[src/rtl/seq_bin2bcd.sv]
// Sequential binary-to-BCD converter (shift-add-3), one bit per clock.
// Optional signed mode: define SEQ_BIN2BCD_SIGNED_EN.
//
// Ports:
//   clk        in   clock, rising edge
//   reset      in   asynchronous reset, active low
//   in_valid   in   input word valid
//   in_ready   out  converter idle, accepts a word
//   bin_in     in   BIN_W-bit binary value
//   out_valid  out  result available
//   out_ready  in   consumer takes the result
//   bcd_out    out  DIGITS packed BCD digits, ones digit in [3:0]
//   overflow   out  value needed more than DIGITS digits
//   neg        out  input was negative (signed mode only)
module seq_bin2bcd #(
    parameter int BIN_W  = 16,
    parameter int DIGITS = 5
) (
    input  logic                  clk,
    input  logic                  reset,
    input  logic                  in_valid,
    output logic                  in_ready,
    input  logic [BIN_W-1:0]      bin_in,
    output logic                  out_valid,
    input  logic                  out_ready,
    output logic [4*DIGITS-1:0]   bcd_out,
    output logic                  overflow,
    output logic                  neg
);

    localparam int CNT_W = $clog2(BIN_W + 1);
    localparam logic [CNT_W-1:0] LAST = CNT_W'(BIN_W - 1);

    typedef enum logic [1:0] {
        IDLE,
        SHIFT,
        DONE
    } state_t;

    state_t               state_q, state_d;
    logic [BIN_W-1:0]     bin_q, bin_d;
    logic [4*DIGITS-1:0]  bcd_q, bcd_d;
    logic                 ovf_q, ovf_d;
    logic                 neg_q, neg_d;
    logic [CNT_W-1:0]     cnt_q, cnt_d;

    logic [BIN_W-1:0]     mag;
    logic                 sgn;
    logic [4*DIGITS-1:0]  adj;

`ifdef SEQ_BIN2BCD_SIGNED_EN
    // Two's complement magnitude; the most negative value maps to
    // 2^(BIN_W-1), which still fits as an unsigned BIN_W-bit word.
    assign sgn = bin_in[BIN_W-1];
    assign mag = sgn ? (BIN_W'(0) - bin_in) : bin_in;
`else
    assign sgn = 1'b0;
    assign mag = bin_in;
`endif

    // Add 3 to each digit >= 5 so the following shift carries correctly.
    always_comb begin
        adj = bcd_q;
        for (int i = 0; i < DIGITS; i++) begin
            if (bcd_q[4*i +: 4] >= 4'd5) begin
                adj[4*i +: 4] = bcd_q[4*i +: 4] + 4'd3;
            end
        end
    end

    always_ff @(posedge clk or negedge reset) begin
        if (!reset) begin
            state_q <= IDLE;
            bin_q   <= '0;
            bcd_q   <= '0;
            ovf_q   <= 1'b0;
            neg_q   <= 1'b0;
            cnt_q   <= '0;
        end else begin
            state_q <= state_d;
            bin_q   <= bin_d;
            bcd_q   <= bcd_d;
            ovf_q   <= ovf_d;
            neg_q   <= neg_d;
            cnt_q   <= cnt_d;
        end
    end

    always_comb begin
        state_d   = state_q;
        bin_d     = bin_q;
        bcd_d     = bcd_q;
        ovf_d     = ovf_q;
        neg_d     = neg_q;
        cnt_d     = cnt_q;
        in_ready  = 1'b0;
        out_valid = 1'b0;
        unique case (state_q)
            IDLE: begin
                in_ready = 1'b1;
                if (in_valid) begin
                    bin_d   = mag;
                    bcd_d   = '0;
                    ovf_d   = 1'b0;
                    neg_d   = sgn;
                    cnt_d   = '0;
                    state_d = SHIFT;
                end
            end
            SHIFT: begin
                // A bit leaving the top digit means the value no
                // longer fits; low digits keep the truncated result.
                bcd_d = {adj[4*DIGITS-2:0], bin_q[BIN_W-1]};
                bin_d = {bin_q[BIN_W-2:0], 1'b0};
                ovf_d = ovf_q | adj[4*DIGITS-1];
                cnt_d = cnt_q + 1'b1;
                if (cnt_q == LAST) begin
                    state_d = DONE;
                end
            end
            DONE: begin
                out_valid = 1'b1;
                if (out_ready) begin
                    state_d = IDLE;
                end
            end
            default: begin
                state_d = IDLE;
            end
        endcase
    end

    assign bcd_out  = bcd_q;
    assign overflow = ovf_q;
    assign neg      = neg_q;

endmodule
[config.mk]
export PLATFORM = sky130hd
export DESIGN_NAME = seq_bin2bcd
export DESIGN_NICKNAME = d
export VERILOG_FILES = /design/src/rtl/seq_bin2bcd.sv
export SDC_FILE = /design/constraint.sdc
export NUM_CORES = 1
export LEC_CHECK = 0
export CORE_MARGIN = 8
export CORE_UTILIZATION = 35
export DETAILED_ROUTE_END_ITERATION = 6
export HOLD_SLACK_MARGIN = 0.08
export SLEW_MARGIN = 20
export SYNTH_ARGS = -nofsm -noshare
export SYNTH_HDL_FRONTEND = slang
export SYNTH_SLANG_ARGS = --single-unit
[constraint.sdc]
create_clock -name clk -period 1.8 [get_ports clk]
set_input_delay 0.27 -clock clk [delete_from_list [all_inputs] [get_ports clk]]
set_output_delay 0.27 -clock clk [all_outputs]
set_load 0.02 [all_outputs]
---- After elaboration in Yosys (flattened, before gate mapping) ----
Index checks and enable logic that the tools add are counted.
storage, ports and cells
  register bits after elaboration ......... 44
  input port bits ......................... 20
  output and inout bits ................... 24
  logic and storage cells ................. 46
cells by class
  $add $sub $neg .......................... 6
  $lt $le $gt $ge ......................... 5
  eq/ne operators ......................... 6
  mux-type cells .......................... 19
  bitwise logic cells ..................... 1
  reductions and logical operators ........ 4
operators with widths
  operator               number
  $pmux W20 S2           1
  $pmux W16 S2           1
  $add A4 B2 Y4 const B  5
  $ge A4 B3 Y1 const B   5
  $mux W20               1
  $mux W4                5
  $mux W16               1
  $pmux W5 S2            1
  $mux W2                3
  $ne A2 B2 Y1 const B   3
  $pmux W2 S3            1
  $add A5 B1 Y5 const B  1
  $eq A5 B4 Y1 const B   1
  $mux W5                1
  $mux W1                3
  $reduce_and A3 Y1      1
  $eq A2 B1 Y1 const B   1
  $eq A2 B2 Y1 const B   1
  $logic_not A2 Y1       1
  $pmux W1 S2            1
  $reduce_and A2 Y1      1
  $reduce_bool A2 Y1     1
  $or A1 B1 Y1           1

---- Longest topological paths before layout ----
Gate-level depths: netlist of run 1.
  word-level depth ........................ 4
  depth in mapped cells ................... 6
  depth with buffers taken out ............ 6

---- Worst setup path before layout of run 1 ----
Ideal clock, no wire load.
  kind .................................... flip-flop to flip-flop
  start ................................... register bcd_q[4], in the netlist bcd_out[4]
  end ..................................... register bcd_q[6], in the netlist bcd_out[6]
  library setup time ...................... 0.104 ns
  arrival time ............................ 1.351 ns
  required time ........................... 1.696 ns
  slack ................................... 0.345 ns
  stages on the path, launching flop included .. 6
  buffers on the path ..................... 0
  clock period less this slack ............ 1.455 ns
  path through ............................ dfrtp_1 inv_1 ha_1 nor2b_1 o21a_1 o311ai_1
between the ends
  longest elaborated chain between the ends .. 3
  elaborated cells on any way between the ends .. 4
  classes of those cells .................. 1 x add/sub; 1 x order compare; 2 x mux
RTL lines
  item                                           RTL line  source
  start: declaration                             42        logic [4*DIGITS-1:0] bcd_q, bcd_d;
  start signal: assignment                       75        bcd_q <= '0;
  start signal: assignment                       82        bcd_q <= bcd_d;
  $add A4 B2 Y4 or $ge A4 B3 Y1 (tied branches)  66, 65
  $mux W4 *                                      65        if (bcd_q[4*i +: 4] >= 4'd5) begin
  $pmux W20 S2 *                                 98        unique case (state_q)
Mark *: on every way between the ends. The rest lies on a longest branch, timed or not.
A chain may end at the register's enable or synchronous reset.

---- Final worst setup path of run 1 ----
  start ................................... register state_q[1]
  end ..................................... output in_ready
between the ends
  longest elaborated chain between the ends .. 2
RTL lines
  item                      RTL line  source
  start: declaration        40        state_t state_q, state_d;
  start signal: assignment  80        state_q <= state_d;
  $logic_not A2 Y1          98
  $mux W1                   98
  end: declaration          22        output logic in_ready,
No other way between the ends.

==> results.py, run 1 <==
metrics = {
    "route": {
        "ant_nets": 0,
        "drc_errors": 0,
        "detail_route.iter0.violations": 51,
        "routed_length_per_placed_instance_um": 14.3,
        "vias": 1976,
        "drtPass1Iterations": 4,
        "avgViaCountPerCell": 5.07,
        "postRouteWirelength_um": 5570,
    },
    "floorplan": {
        "io-pin-count": 44,
        "chipHeight_um": 100,
        "die_area_mm2": 0.0100,
        "die_span_in_x_um": 100,
        "initial_core_util": 0.362,
        "core_mm2": 0.00683,
        "floorplan.rows": 30,
    },
    "logic_synthesis": {
        "netlist_top_cells_count": "44 x sky130_fd_sc_hd__dfrtp_1, 28 x sky130_fd_sc_hd__nand2_1, 24 x sky130_fd_sc_hd__inv_1",
        "ys_seq_elements": 44,
        "post_synth_inst_count": 250,
        "synth_enable_flop_cells": 0,
        "synth_sequential_area_ratio": 0.445,
        "synthesis.area_mm2": 0.00247,
        "synth_nets": 282,
        "async_reset_ff_frac": 1.00,
        "synth_ff_type": "sky130_fd_sc_hd__dfrtp_1",
        "count_of_different_cell_masters_after_synthesis": 36,
        "synth_largest_area_cell": "sky130_fd_sc_hd__dfrtp_1",
        "post_syn_area_per_cell_um2": 9.89,
        "dominant_cells_by_area_after_synthesis": "sky130_fd_sc_hd__dfrtp_1 45%, sky130_fd_sc_hd__ha_1 6.1%, sky130_fd_sc_hd__and3b_1 4.6%",
        "yosys_warnings": 0,
        "yosysTopAreaCellShare": 0.445,
        "post-synth-top-count-cell": "sky130_fd_sc_hd__dfrtp_1",
    },
    "sta": {
        "setup_repair_after_global_routing_missed_its_margin": "no",
        "final_hold_viol_count": 0,
        "finClkSkew_ps": 8.84,
        "report.final.slew_viol_count": 0,
        "finalSetupTns_ps": 0,
        "fmax_achieved_mhz": 590,
        "period_needed_ps": 1690,
        "holdWs_ps": 466,
        "final_min_period_over_clock_period": 0.941,
        "final-setup-viol-count": 0,
    },
    "pwr": {
        "leakagePower_uw": 0.00138,
        "pwr_density_cell_mw_per_mm2": 1670,
        "peakVddDrop_v": 0.000579,
    },
    "job": {
        "max_cap_viol_count": 0,
    },
    "placement": {
        "dp_hpwl_um": 4060,
        "detailed_place.area_mm2": 0.00301,
        "cell_count_post_placement": 381,
        "globalplace.congestion": 0.793,
        "portbufs": 42,
    },
    "hold_path": {
        "timing.hold.worst.class": "in -> async",
    },
    "setup_path": {
        "arrival_ps": 1420,
        "crit_fanout": 4,
        "critical_path_launch_point_type": "flip-flop",
        "ff2ff_setup_slack_ps": 280,
        "critPathRequiredTime_ps": 1530,
        "worst-r2r-cell-count": 5,
        "setup.worst_path.end_class": "output port",
        "setup.worst_path.class": "reg -> out",
    },
    "finish": {
        "postLayoutCellArea_mm2": 0.00311,
        "layout-area-overhead-vs-synth_pct": 25.8,
        "finalNonFillerCells": 390,
        "antennaDiodeCount": 0,
        "final_core_util": 0.455,
        "nets": 325,
        "drive_gt1_frac": 0.0782,
    },
    "global_route": {
        "grt_max_degree": 38,
        "grt_pass1_wl_um": 9780,
        "first_global_vias": 2083,
        "globalRoute.totalOverflow": 0,
        "track_usage": 0.120,
        "antenna_violations_before_repair": 0,
    },
    "clock_network": {
        "cts_inserted_buffers": 5,
        "cts.sink_count": 44,
        "clk_latency_ps": 300,
        "ctsRootBufferMaster": "sky130_fd_sc_hd__clkbuf_8",
        "ctsLongestPathBuffers": 2,
        "cts.reportedPaths.clkPinSlew_ps": 80,
        "tritoncts": "built",
        "htree_num_levels": 2,
    },
    "status": {
        "outcome": "completed",
    },
}
==> cell type report <==
type / instances / area [um^2]
clock buffer: 8 / 90.1
inverter: 24 / 90.1
tap: 96 / 120
sequential: 44 / 1100
multi-input combinational: 166 / 1170
fill: 689 / 3720
timing repair buffer: 52 / 533
==> repair_timing <==
action	in CTS	in global routing
hold buffers	1	0
buffers inserted	0	0
hold endpoints to repair	19	0
setup endpoints to repair	0	1
resized for setup	0	1
==> cell usage in the layout (no fill, tap or decap), types with 3 or more instances in the layout <==
cell type,count
sky130_fd_sc_hd__and3b_1,13
sky130_fd_sc_hd__nand2b_1,3
sky130_fd_sc_hd__inv_1,24
sky130_fd_sc_hd__o2111ai_1,10
sky130_fd_sc_hd__o32ai_1,4
sky130_fd_sc_hd__o31ai_1,6
sky130_fd_sc_hd__clkbuf_8,6
sky130_fd_sc_hd__buf_4,6
sky130_fd_sc_hd__nor2b_1,7
sky130_fd_sc_hd__a32o_1,5
sky130_fd_sc_hd__buf_12,3
sky130_fd_sc_hd__a21oi_1,14
sky130_fd_sc_hd__nor2_1,3
sky130_fd_sc_hd__clkdlybuf4s50_1,40
sky130_fd_sc_hd__o311ai_1,5
sky130_fd_sc_hd__o221ai_2,4
sky130_fd_sc_hd__o21a_1,5
sky130_fd_sc_hd__dfrtp_1,44
sky130_fd_sc_hd__xnor2_1,5
sky130_fd_sc_hd__ha_1,12
sky130_fd_sc_hd__o21ai_0,5
sky130_fd_sc_hd__o21ai_1,21
sky130_fd_sc_hd__nand2_1,28
==> sequential cells by signal, summed over array words and instances (netlist names) <==
register	count
bcd_out	20
bin_q	16
cnt_q	5
overflow	1
state_q	2
==> worst paths after layout <==
path / start / endpoint
hold / removal: reset / bcd_out[0]
min in group clk: bin_q[15] / bcd_out[0]
setup / recovery: state_q[1] / in_ready
max in group asynchronous: reset / bcd_out[15]
setup reg to reg: bcd_out[0] / bcd_out[2]
hold reg to reg: bin_q[15] / bcd_out[0]
==> power by group <==
group	leakage, uW	switching [uW]	internal [uW]
registers	0.000566	368	1410
logic	0.000770	1470	1310
clock network	0.0000455	320	313
==> critical path, cell delays in order (launching register included) <==
cell	delay [ps]
sky130_fd_sc_hd__dfrtp_1	410
sky130_fd_sc_hd__nor2_1	120
sky130_fd_sc_hd__clkdlybuf4s50_1	610
==> through the flow <==
step | worst slack (ps) | power, uW
2_1_floorplan | 345 | 3660
3_3_place_gp | 252 | 4550
3_5_place_dp | 244 | 4600
4_1_cts | 9.07 | 5260
5_1_grt | 30.0 | 5640
6_report | 106 | 5180
==> metal layers <==
layer / vias up / share of wire / GRT usage
li1: 987 / - / -
met1: 964 / 0.43 / 0.133
met2: 20 / 0.52 / 0.216
met3: 5 / 0.037 / 0.0291
met4: 0 / 0.014 / 0.0442
met5: - / 0 / 0
==> kinds of logic (layout without fill, tap and decap cells) <==
family	Yosys count	after routing	share of synthesized area
compound gates	89	89	0.261
simple gates	58	58	0.130
flops	44	44	0.445
buf+inv	40	84	0.0795
fa+ha+maj	12	12	0.0607
xor+xnor	5	5	0.0177
other cells	1	1	0.00152
mux	1	1	0.00455
Power figures use the tool's default switching activity.
==> inputs of run 2 (changes only) <==
Settings changed: SLEW_MARGIN 20 to 10.
==> results of run 2 <==
No change in the layout: final DEF, timing and power equal those of run 1.
==> inputs of run 3 (changes only) <==
Settings changed: CORE_MARGIN 8 to 1, CORE_UTILIZATION 35 to 45, CTS_CLUSTER_SIZE set to 28, PLACE_DENSITY set to 0.7.
==> results.py, run 3 (synthesis results as in run 1) <==
metrics = {
    "job": {
        "max_cap_viol_count": 0,
    },
    "sta": {
        "period_needed_ps": 1680,
        "finalSetupTns_ps": 0,
        "finClkSkew_ps": 5.30,
        "report.final.slew_viol_count": 0,
        "fmax_achieved_mhz": 597,
        "worst_slack_ps": 124,
        "final_min_period_over_clock_period": 0.931,
        "final-setup-viol-count": 0,
        "setup_repair_after_global_routing_missed_its_margin": "no",
        "holdWs_ps": 447,
        "final_hold_viol_count": 0,
    },
    "setup_path": {
        "critical_path_launch_point_type": "flip-flop",
        "setup.worst_path.end_class": "output port",
        "critPathRequiredTime_ps": 1530,
        "crit_fanout": 3,
        "arrival_ps": 1410,
        "setup.worst_path.class": "reg -> out",
    },
    "route": {
        "postRouteWirelength_um": 5090,
        "avgViaCountPerCell": 5.44,
        "drtPass1Iterations": 4,
        "routed_length_per_placed_instance_um": 13.9,
        "vias": 1986,
        "drc_errors": 0,
        "detail_route.iter0.violations": 53,
        "ant_nets": 0,
    },
    "pwr": {
        "pwr_density_cell_mw_per_mm2": 1700,
        "leakagePower_uw": 0.00139,
        "peakVddDrop_v": 0.000780,
        "total_power_uw": 5260,
    },
    "placement": {
        "dpl_worst_slack_ps": 219,
        "portbufs": 42,
        "dp_hpwl_um": 3570,
        "detailed_place.area_mm2": 0.00297,
        "globalplace.congestion": 0.723,
    },
    "floorplan": {
        "floorplan.rows": 26,
        "chipHeight_um": 76.1,
        "core_mm2": 0.00520,
        "initial_core_util": 0.475,
        "die_span_in_x_um": 76.1,
        "io-pin-count": 44,
        "die_area_mm2": 0.00579,
    },
    "finish": {
        "mostFrequentLayoutCells": "44 x sky130_fd_sc_hd__dfrtp_1, 40 x sky130_fd_sc_hd__clkdlybuf4s50_1, 28 x sky130_fd_sc_hd__nand2_1",
        "antennaDiodeCount": 0,
        "layout-area-overhead-vs-synth_pct": 24.9,
        "largest_register_ff_count": 20,
        "postLayoutCellArea_mm2": 0.00309,
        "drive_gt1_frac": 0.0847,
        "commonest_non_fill_non_tap_cell_in_the_layout": "sky130_fd_sc_hd__dfrtp_1",
        "nets": 326,
    },
    "clock_network": {
        "ctsRootBufferMaster": "sky130_fd_sc_hd__clkbuf_8",
        "ctsLongestPathBuffers": 2,
        "cts.reportedPaths.clkPinSlew_ps": 80,
        "cts_inserted_buffers": 5,
        "tritoncts": "built",
        "postCtsSetupRepairBufs": 0,
        "clk_latency_ps": 300,
        "htree_num_levels": 2,
        "cts.sink_count": 44,
    },
    "global_route": {
        "globalRoute.totalOverflow": 0,
        "antenna_violations_before_repair": 0,
        "track_usage": 0.197,
        "first_global_vias": 1983,
        "grt_pass1_wl_um": 9220,
        "grt_max_degree": 27,
    },
    "status": {
        "outcome": "completed",
    },
    "hold_path": {
        "timing.hold.worst.class": "in -> async",
    },
}
run 3: cell count changes in the layout (fill, tap and decap cells not counted), sizes merged:
cell / change
buf: +1
bufinv: +1
clkbuf: -2
clkinv: +1
run 3: area by class of cell:
cell class / count / area, um^2
multi-input cells: 166 / 1170
flip-flops and latches: 44 / 1100
repair buffers: 53 / 528
fillers: 468 / 2120
inverters: 24 / 90.1
clock buffers: 6 / 72.6
well taps: 70 / 87.6
clock inverters: 2 / 35.0
run 3: worst paths after layout:
path	cells after the start	slack (ps)	startpoint	end
min in group clk	2	480	bin_q[15]	bcd_out[0]
max in group asynchronous	3	860	reset	bcd_out[15]
worst min register to register	2	480	bin_q[15]	bcd_out[0]
worst min-delay path	2	450	reset	bin_q[13]
worst max-delay path	2	120	state_q[1]	in_ready
worst max register to register	5	310	bcd_out[0]	bcd_out[4]
run 3: through the flow:
step,utilization,cells
3_5_place_dp,0.570,356
6_report,0.594,365
3_3_place_gp,0.570,356
4_1_cts,0.593,365
5_1_grt,0.594,365
2_1_floorplan,-,250
run 3: critical path: stages (launching register included):
cell                              delay [ps]
sky130_fd_sc_hd__dfrtp_1                 400
sky130_fd_sc_hd__nor2_1                  110
sky130_fd_sc_hd__clkdlybuf4s50_1         600
run 3: power by group:
group	leakage (uW)	total [uW]	internal (uW)	switching, uW
Sequential	0.000566	1760	1410	356
Combinational	0.000768	2760	1300	1450
Clock	0.0000552	741	412	330
run 3: repair_timing:
action	in CTS	in global routing
hold endpoints to repair	18	0
resized for setup	0	1
hold buffers	1	0
endpoints found under the setup margin	0	1
run 3: layer usage:
layer,GRT usage,share of wire
met2,0.332,0.49
met1,0.251,0.47
met5,0,0
met4,0.0788,0.015
met3,0.0347,0.026
